==> config.mk <==
export PLATFORM = sky130hd
export DESIGN_NAME = freq_period_meter
export DESIGN_NICKNAME = d
export VERILOG_FILES = /design/src/rtl/freq_period_meter.sv
export SDC_FILE = /design/constraint.sdc
export NUM_CORES = 1
export LEC_CHECK = 0
export BUFFER_PORTS_ARGS = -buffer_cell sky130_fd_sc_hd__buf_4
export CAP_MARGIN = 10
export CORE_UTILIZATION = 45
export DETAILED_ROUTE_END_ITERATION = 16
export GPL_TIMING_DRIVEN = 1
export PLACE_DENSITY = 0.69
export REMOVE_ABC_BUFFERS = 1
export SETUP_SLACK_MARGIN = 0.02
export SKIP_CTS_REPAIR_TIMING = 1
export SYNTH_ARGS = -nofsm -noshare
export SYNTH_HDL_FRONTEND = slang
export SYNTH_SLANG_ARGS = --single-unit
==> constraint.sdc <==
create_clock -name CLOCK -period 3.8 [get_ports CLOCK]
set_clock_uncertainty 0.15 [all_clocks]
set_input_delay 0.57 -clock CLOCK [delete_from_list [all_inputs] [get_ports CLOCK]]
set_output_delay 0.57 -clock CLOCK [all_outputs]
set_load 0.005 [all_outputs]
==> src/rtl/freq_period_meter.sv <==
// Period and high-time meter for an asynchronous pin input.
// Counts CLOCK cycles between synchronized rising edges of SIG_IN.
module freq_period_meter #(
  parameter int CNT_WIDTH   = 24,
  parameter int SYNC_STAGES = 2
) (
  input  logic                 CLOCK,
  input  logic                 RESETn,
  input  logic                 ENABLE,
  input  logic                 SIG_IN,
  output logic [CNT_WIDTH-1:0] PERIOD,
  output logic [CNT_WIDTH-1:0] HIGH_TIME,
  output logic                 VALID,
  output logic                 OVERFLOW,
  output logic                 BUSY
);

  typedef enum logic {
    IDLE,
    MEASURE
  } state_t;

  localparam logic [CNT_WIDTH-1:0] CNT_MAX = '1;
  localparam logic [CNT_WIDTH-1:0] CNT_ONE =
    {{(CNT_WIDTH-1){1'b0}}, 1'b1};

  state_t                 state;
  logic [SYNC_STAGES-1:0] sync_q;
  logic                   prev;
  logic                   sig;
  logic                   rise;
  logic                   fall;
  logic                   sat;
  logic [CNT_WIDTH-1:0]   cnt;
  logic [CNT_WIDTH-1:0]   high_lat;

  // Synchronizer keeps running while disabled so re-enable sees no false edge
  always_ff @(posedge CLOCK or negedge RESETn) begin
    if (!RESETn) begin
      sync_q <= '0;
      prev   <= 1'b0;
    end else begin
      sync_q <= {sync_q[SYNC_STAGES-2:0], SIG_IN};
      prev   <= sync_q[SYNC_STAGES-1];
    end
  end

  assign sig  = sync_q[SYNC_STAGES-1];
  assign rise = sig & ~prev;
  assign fall = ~sig & prev;
  assign sat  = (cnt == CNT_MAX);

  always_ff @(posedge CLOCK or negedge RESETn) begin
    if (!RESETn) begin
      state     <= IDLE;
      cnt       <= '0;
      high_lat  <= '0;
      PERIOD    <= '0;
      HIGH_TIME <= '0;
      VALID     <= 1'b0;
      OVERFLOW  <= 1'b0;
      BUSY      <= 1'b0;
    end else if (!ENABLE) begin
      state    <= IDLE;
      cnt      <= '0;
      high_lat <= '0;
      VALID    <= 1'b0;
      BUSY     <= 1'b0;
    end else begin
      VALID <= 1'b0;
      if (rise) begin
        cnt <= CNT_ONE;
      end else if (!sat) begin
        cnt <= cnt + CNT_ONE;
      end
      unique case (state)
        IDLE: begin
          if (rise) begin
            state    <= MEASURE;
            BUSY     <= 1'b1;
            high_lat <= '0;
          end
        end
        MEASURE: begin
          // A rise on the saturating cycle still completes the period
          if (rise) begin
            PERIOD    <= cnt;
            HIGH_TIME <= high_lat;
            VALID     <= 1'b1;
            OVERFLOW  <= 1'b0;
            high_lat  <= '0;
          end else if (sat) begin
            OVERFLOW <= 1'b1;
            state    <= IDLE;
            BUSY     <= 1'b0;
          end
          if (fall) begin
            high_lat <= cnt;
          end
        end
      endcase
    end
  end

endmodule

==> results of run 1 <==
-- flip-flops by register name (all words and copies together), names as in the netlist --
signal	count
sync_q	2
PERIOD	24
prev	1
VALID	1
cnt	24
state	1
high_lat	24
OVERFLOW	1
BUSY	1
HIGH_TIME	24
-- layer usage --
layer  part of all wire [%]  routed length [um]
met1                     48                4410
met5                      0                   0
met2                     47                4310
met3                    4.4                 411
met4                    1.2                 115
-- cell usage in the layout (no fill, tap or decap), types with 5 or more instances in the layout --
master / n
sky130_fd_sc_hd__o31ai_1: 5
sky130_fd_sc_hd__and3_1: 7
sky130_fd_sc_hd__dfrtp_1: 103
sky130_fd_sc_hd__mux2i_1: 7
sky130_fd_sc_hd__clkbuf_8: 10
sky130_fd_sc_hd__or4_1: 6
sky130_fd_sc_hd__nand4_1: 6
sky130_fd_sc_hd__nand2b_1: 8
sky130_fd_sc_hd__buf_4: 60
sky130_fd_sc_hd__nand3_1: 8
sky130_fd_sc_hd__o21ai_0: 9
sky130_fd_sc_hd__a21oi_1: 41
sky130_fd_sc_hd__nor2_1: 5
sky130_fd_sc_hd__nand2_1: 207
-- report_power, final --
group	internal (W)	switching (W)
Sequential	0.00111	0.00000874
Combinational	0.0000194	0.0000546
Clock	0.000326	0.000380
Total	0.00145	0.000443
-- final cells by class --
| cell class | instances | area [sq um] |
|---|---|---|
| Clock inverter | 6 | 68.8 |
| Timing Repair Buffer | 60 | 450 |
| Fill cell | 884 | 4270 |
| Multi-Input combinational cell | 351 | 1740 |
| Tap cell | 129 | 161 |
| Clock buffer | 10 | 138 |
| Inverter | 3 | 11.3 |
| Sequential cell | 103 | 2580 |
-- cells by family (layout without fill, tap and decap cells) --
logic type / after synthesis / after routing
multiplexers: 7 / 7
AND/OR/NAND/NOR: 271 / 271
AO/OA/AOI/OAI: 72 / 72
flip-flops: 103 / 103
adder cells (fa/ha/maj): 1 / 1
buffers and inverters: 35 / 79
-- worst paths after layout --
path / to / from / depth (start not counted)
max in group asynchronous: HIGH_TIME[17]$_DFFE_PN0P_ / RESETn / 2
hold reg to reg: sync_q[1]$_DFF_PN0_ / sync_q[0]$_DFF_PN0_ / 0
min in group asynchronous: HIGH_TIME[19]$_DFFE_PN0P_ / RESETn / 1
setup / recovery: cnt[3]$_DFFE_PN0P_ / cnt[0]$_DFFE_PN0P_ / 5
hold / removal: sync_q[0]$_DFF_PN0_ / SIG_IN / 1
setup reg to reg: cnt[3]$_DFFE_PN0P_ / cnt[0]$_DFFE_PN0P_ / 5
-- metrics by stage --
| stage | worst slack (ns) | hold slack [ns] |
|---|---|---|
| after floorplan | 0.869 | 0.124 |
| after global placement | 1.59 | 0.187 |
| after detailed placement | 1.52 | 0.194 |
| after CTS | 1.50 | 0.150 |
| after global routing | 1.26 | 0.145 |
| final | 1.46 | 0.158 |
-- worst max-delay path, cell delays in order (launching register included) --
cell	delay [ns]
sky130_fd_sc_hd__dfrtp_1	0.45
sky130_fd_sc_hd__ha_1	0.26
sky130_fd_sc_hd__nand3_2	0.16
sky130_fd_sc_hd__nor3_2	0.84
sky130_fd_sc_hd__nand2_1	0.16
sky130_fd_sc_hd__a211oi_1	0.23
==> results list, run 1 <==
* Status: completed
- Once detail routing completed, the nets flagged for antenna violations numbered 0.
- The first global-routing pass estimated between 15 and 20 mm of wire.
- RSZ-0062 raised after global routing: false
- The synthesized netlist devotes less than 1% of its cell area to adder and majority cells.
- Measured along the x axis, the die boundary spans between 100 and 150 um.
* Largest net degree at the start of global routing: 77
- Placed inst area: 0.00494 sq mm
- Number of hold violations in the final report: 0
* Detailed-route wire length: ~9.2 mm
- Multiplexer cells account for under 10% of the synthesized area.
- At the end of routability-driven placement, the weighted congestion stood at 0.807.
* Post-synthesis sequential area ratio: between 50 and 60%
- After synthesis, the mean cell area works out to 9.12 sq um.
- Number of global-route vias before repair: between 3,000 and 4,000
- The synthesized netlist devotes 27.3% of its cell area to simple gates.
- The setup check on the worst reg-to-reg path leaves a slack of roughly 1.5 ns.
* Floorplan die height: slightly above 100 um
* Leakage power figure: about 2.5 nW
- Dividing the detail-routed wire length by the instance count gives approximately 14 um.
* Async S/R FF share, synth: 100%
- The H-tree was split into 3 levels.
* Effective utilization at floorplan: ~47%
* Final cycle utilization of the critical path: about three fifths
* Leading area contributor after synthesis: sky130_fd_sc_hd__dfrtp_1
- Count of warnings emitted by yosys: 0
- The synthesized netlist contains 43 unique library cells.
- The wire-length estimate of the detail-placed layout is roughly 6 mm.
- The critical path is of the reg2reg type.
* Non-filler instance count after layout: 662
* Fraction of final layout cells with drive strength greater than 1: about 16%
* Most instantiated cells after synthesis: 207 x sky130_fd_sc_hd__nand2_1, 103 x sky130_fd_sc_hd__dfrtp_1, 41 x sky130_fd_sc_hd__a21oi_1
* Via Count: 3,478
* Total congestion overflow: 0
* Post-route setup TNS: 0 ns
- For this run, design rule violations remaining after detail routing come to 0.
- Initial antenna violation count: 0
- Drt first pass iters: 4
* Setup violation total in the final timing report: 0
- Slew at the pin closest to its max-slew limit: a little under 1 ns
- Summing the areas of all compound-gate instances in the mapped netlist gives under 10% of the synthesized area.
- I/O Buffers: 54
* Met2 capacity usage during global routing: 31.7%
- Core footprint: approximately 0.0094 sq mm
- Die outline area: between 0.01 and 0.015 sq mm
- Count of clock tree sinks: approximately 100
- The worst path needs ~2.3 ns of the cycle, external delays included.
- The initialized floorplan defines 35 standard-cell rows.
* Post-Place Cells: roughly 650
* Clock tree from TritonCTS: built
- The design draws 0.00189 W.
- In this run, the number of DRC markers left after iteration 0 of detailed routing was roughly 200.
* IO Pins: 55
* Max-slew violation total from the final report: 0
* Worst VDD drop: between 0.15 and 0.2 mV
* Number of cells produced by synthesis: between 400 and 500
* Pwr per Cell Area: approximately 370 mW/mm^2
- Net count reported at finish: between 500 and 600
* Biggest fanout along the worst timing path: 16
* Area of all placed cells without fillers: just over 0.005 sq mm
* Rel. slew slack: roughly 34%
* Predominant post-synthesis flop cell: sky130_fd_sc_hd__dfrtp_1
- Of the post-synthesis cell area, the dominant cell type holds between 50 and 60%.
* Main combinational cell family by area after synthesis: simple AND/OR/NAND/NOR gates
* Worst endpoint data arrival time: between 2 and 2.5 ns
- ANT cells: 0
- Highest achievable clock rate: ~0.43 GHz
* Clk Tree Root Cell: sky130_fd_sc_hd__clkbuf_8
- In the global route stage, met3 resource usage came out at around 3.3%.
- Maximum clock insertion buffer count: 2
* Synthesized-area fraction occupied by xor and xnor cells: 0%
- Top-count cell post-synth: sky130_fd_sc_hd__nand2_1
- Clock Pin Slew Worst Setup and Hold Paths: 0.09 ns
* Class of the tightest hold or removal check: in2reg
- Global routing's busiest layer: met2
- The synthesized design contains 0 enable-type register cells.
* Kind of launch point of the worst setup path: flip-flop
- In this run, CTS created clock tree buffers numbering 9.
- Required arrival time at the worst endpoint: between 3 and 4 ns
* Ratio of routed vias to standard cells: ~5.3
* Clk_lat worst skew: 0.37 ns
- Synth top area cells: sky130_fd_sc_hd__dfrtp_1 58%, sky130_fd_sc_hd__nand2_1 17%, sky130_fd_sc_hd__a21oi_1 4.6%
- Cell area after synthesis: 0.00446 sq mm
- STA classifies the critical path endpoint as a flip-flop.
- Final core utilization: 54.7%
- Relative to the synthesized area, the layout overhead comes to 15.5%.
- Counting flops and latches in the post-synthesis netlist gives 103.
- In the global route stage, overall resource usage came out at between 10% and 20%.
- Global routing consumed, on the met1 layer, between 20% and 30% of the routing resources.
- Total of max-cap violations: 0
No activity file was read; power rests on OpenSTA's default activity.
==> run 2, diff against run 1 <==
==> constraint.sdc (replaced) <==
create_clock -name CLOCK -period 2.4 [get_ports CLOCK]
set_clock_uncertainty 0.15 [all_clocks]
set_input_delay 0.36 -clock CLOCK [delete_from_list [all_inputs] [get_ports CLOCK]]
set_output_delay 0.36 -clock CLOCK [all_outputs]
set_load 0.005 [all_outputs]
==> results list, run 2 (synthesis gave the netlist of run 1 again) <==
- Initial antenna violation count: 0
* Fraction of power consumed by sequential logic: roughly three fifths
- Crit path capture type: flip-flop
* Proportion of power drawn by combinational gates: between 4 and 5%
- Required arrival time at the worst endpoint: about 2.5 ns
* Slew at the pin closest to its max-slew limit: approximately 0.63 ns
- Total of max-cap violations: 0
* Net count reported at finish: 541
* Capture point of the critical path: cnt[0]$_DFFE_PN0P_
- Data arrives at the worst endpoint at 2.28 ns.
* H-tree levels: 3
- The worst path uses 90.7% of the clock period.
- Worst VDD drop: around 0.33 mV
- Switching Share: a little under a quarter
- Adding up every negative setup slack in the final design gives 0 ns.
- The analysis attributes to net switching a power of about 0.0007 W.
- Critical path startpoint: cnt[0]$_DFFE_PN0P_
- Die outline area: roughly 0.010 sq mm
* Clock tree from TritonCTS: built
- Counting cells, the worst reg-to-reg path comes to 5.
- In the final layout, flip-flops and latches occupy 0.00258 sq mm.
* Non-filler instance count after layout: 670
- Power spread over the standard cell area amounts to ~570 mW/mm^2.
- No sink is reached through more buffers than the 2 on the longest clock path.
- The startpoint identified for the worst register-to-register timing path is cnt[0]$_DFFE_PN0P_.
- Global-route wire length before repair: about 16 mm
* Area of combinational cells with multiple inputs: 0.00174 sq mm
- Cells with a size suffix above 1 make up around 17% of the layout.
- Fill cells in the final layout number around 870.
- DP Wirelength: roughly 6.2 mm
- The critical path in this run is classified as reg2reg.
- In the layout the commonest cells are 207 x sky130_fd_sc_hd__nand2_1, 103 x sky130_fd_sc_hd__dfrtp_1, 65 x sky130_fd_sc_hd__buf_4.
- The root buffer cell chosen for the clock tree is sky130_fd_sc_hd__clkbuf_8.
* First DRT Iteration DRCs: 180
- Final min period: 2.18 ns
* Effective utilization at floorplan: around 47%
- The flow ran to the end, and the final reports show no timing, DRC or antenna violations.
- I/O Buffers: 54
- Via Count: between 3,000 and 4,000
- Max-slew violation total from the final report: 0
- Post-DRT Antenna Nets: 0
- Highest achievable clock rate: between 0.4 and 0.5 GHz
* Gp weighted congestion: between 0.8 and 0.9
- Ratio of routed vias to standard cells: roughly 5.2
* Floorplan die height: just over 100 um
- The finished cells cover about 0.0052 sq mm.
- The repair_antennas step left the layout with diodes totalling 0.
- For this design, the sink count on the clock tree is ~100.
- Number of hold violations in the final report: 0
* Most frequent standard cell in the layout excluding fill and tap cells: sky130_fd_sc_hd__nand2_1
- The setup check on the worst reg-to-reg path leaves a slack of around 0.22 ns.
* Residual DRC: 0
* Area growth from synthesis to final layout: 17.0%
- Number of global-route vias before repair: approximately 3,300
- After floorplanning, the core was divided into 35 placement rows.
* Clock Power Share: between 30% and 40%
- Counting the buffers created by CTS gives 9.
- Setup violation total in the final timing report: 0
- Along the worst path, the maximum fanout reaches 7.
- After detailed routing, the total wire length is slightly above 9 mm.
- Global routing used about a fifth of the available tracks across all layers.
- Counting tap cells, the placed design contains a total of between 600 and 700 instances.
- Setup repair after global routing left no endpoint under its margin.
- Placed inst area: 0.00500 sq mm
- Clock Pin Slew Worst Setup and Hold Paths: around 0.090 ns
- IO Pins: 55
* Drt first pass iters: 4
- For the worst-skew pair, the clock arrives at the later sink with an insertion delay of approximately 0.37 ns.
- The worst hold path belongs to the class in2reg.
- Horizontal die dimension: about 100 um
- Post-detailed-route wirelength per cell: 13.6 um
- The worst register-to-register path ends at cnt[0]$_DFFE_PN0P_.
* Pre-CTS WS: approximately 0.24 ns
* Largest net degree at the start of global routing: 47
- Leakage power figure: 2.56 nW
- The worst path meets setup with around 0.22 ns of slack.
- Total congestion overflow: 0
* Power Internal: roughly 0.0023 W
* Post-layout total power: a little under 0.003 W
- Kind of launch point of the worst setup path: flip-flop
* Rel. slew slack: 57.5%
* Core footprint: around 0.0094 sq mm
==> run 2: cell count changes in the layout (fill, tap and decap cells not counted), sizes merged <==
cell,before,now
buf,60,66
dlygate4sd3,0,2
clkinvlp,1,2
inv,4,3
==> run 2: stage by stage <==
| stage | hold slack [ns] | util [%] |
|---|---|---|
| finish | 0.131 | 55.4 |
| global route | 0.121 | 55.4 |
| CTS | -0.222 | 55.2 |
| detailed placement | 0.182 | 53.1 |
| global placement | 0.183 | 53.1 |
| floorplan | -0.0856 | - |
==> run 2: worst max-delay path: stages, from the launching register on <==
cell and delay (ns):
sky130_fd_sc_hd__dfrtp_1 0.45, sky130_fd_sc_hd__ha_1 0.25, sky130_fd_sc_hd__nand3_2 0.17, sky130_fd_sc_hd__or3_4 0.45, sky130_fd_sc_hd__or4_1 0.47, sky130_fd_sc_hd__o211a_1 0.14
==> run 2: power groups by stage <==
stage                     combinational (W)  clock [W]  sequential, W
after detailed placement           0.000127          0        0.00180
after CTS                          0.000127    0.00113        0.00176
final                              0.000126    0.00108        0.00176
after global placement             0.000125          0        0.00180
after floorplan                   0.0000426          0        0.00180
after global routing               0.000145    0.00118        0.00177
==> run 2: final cells by class <==
class	count	share of cell area, %
clock buffers	10	2.45
inverters	3	0.216
multi-input cells	351	33.4
flip-flops and latches	103	49.4
repair buffers	68	10.1
clock inverters	6	1.37
well taps	129	3.09
==> run 2: routing by layer <==
metal / track usage, % / up-vias / share of wire (%)
met3: 3.04 / 10 / 3.7
met2: 30.9 / 72 / 46
li1: - / 1725 / -
met1: 26.3 / 1672 / 49
met4: 7.13 / 0 / 1.3
met5: 0 / - / 0
==> run 2: how the worst min path moves through the flow <==
stage                      start                endpoint  cells after the start
after floorplan           RESETn        BUSY$_DFFE_PN0P_                      0
after global placement    RESETn  PERIOD[19]$_DFFE_PN0P_                      1
after detailed placement  RESETn  high_lat[19]$_DFF_PN0_                      1
after CTS                 RESETn      cnt[8]$_DFFE_PN0P_                      1
after global routing      ENABLE      cnt[0]$_DFFE_PN0P_                      2
final                     ENABLE      cnt[0]$_DFFE_PN0P_                      2
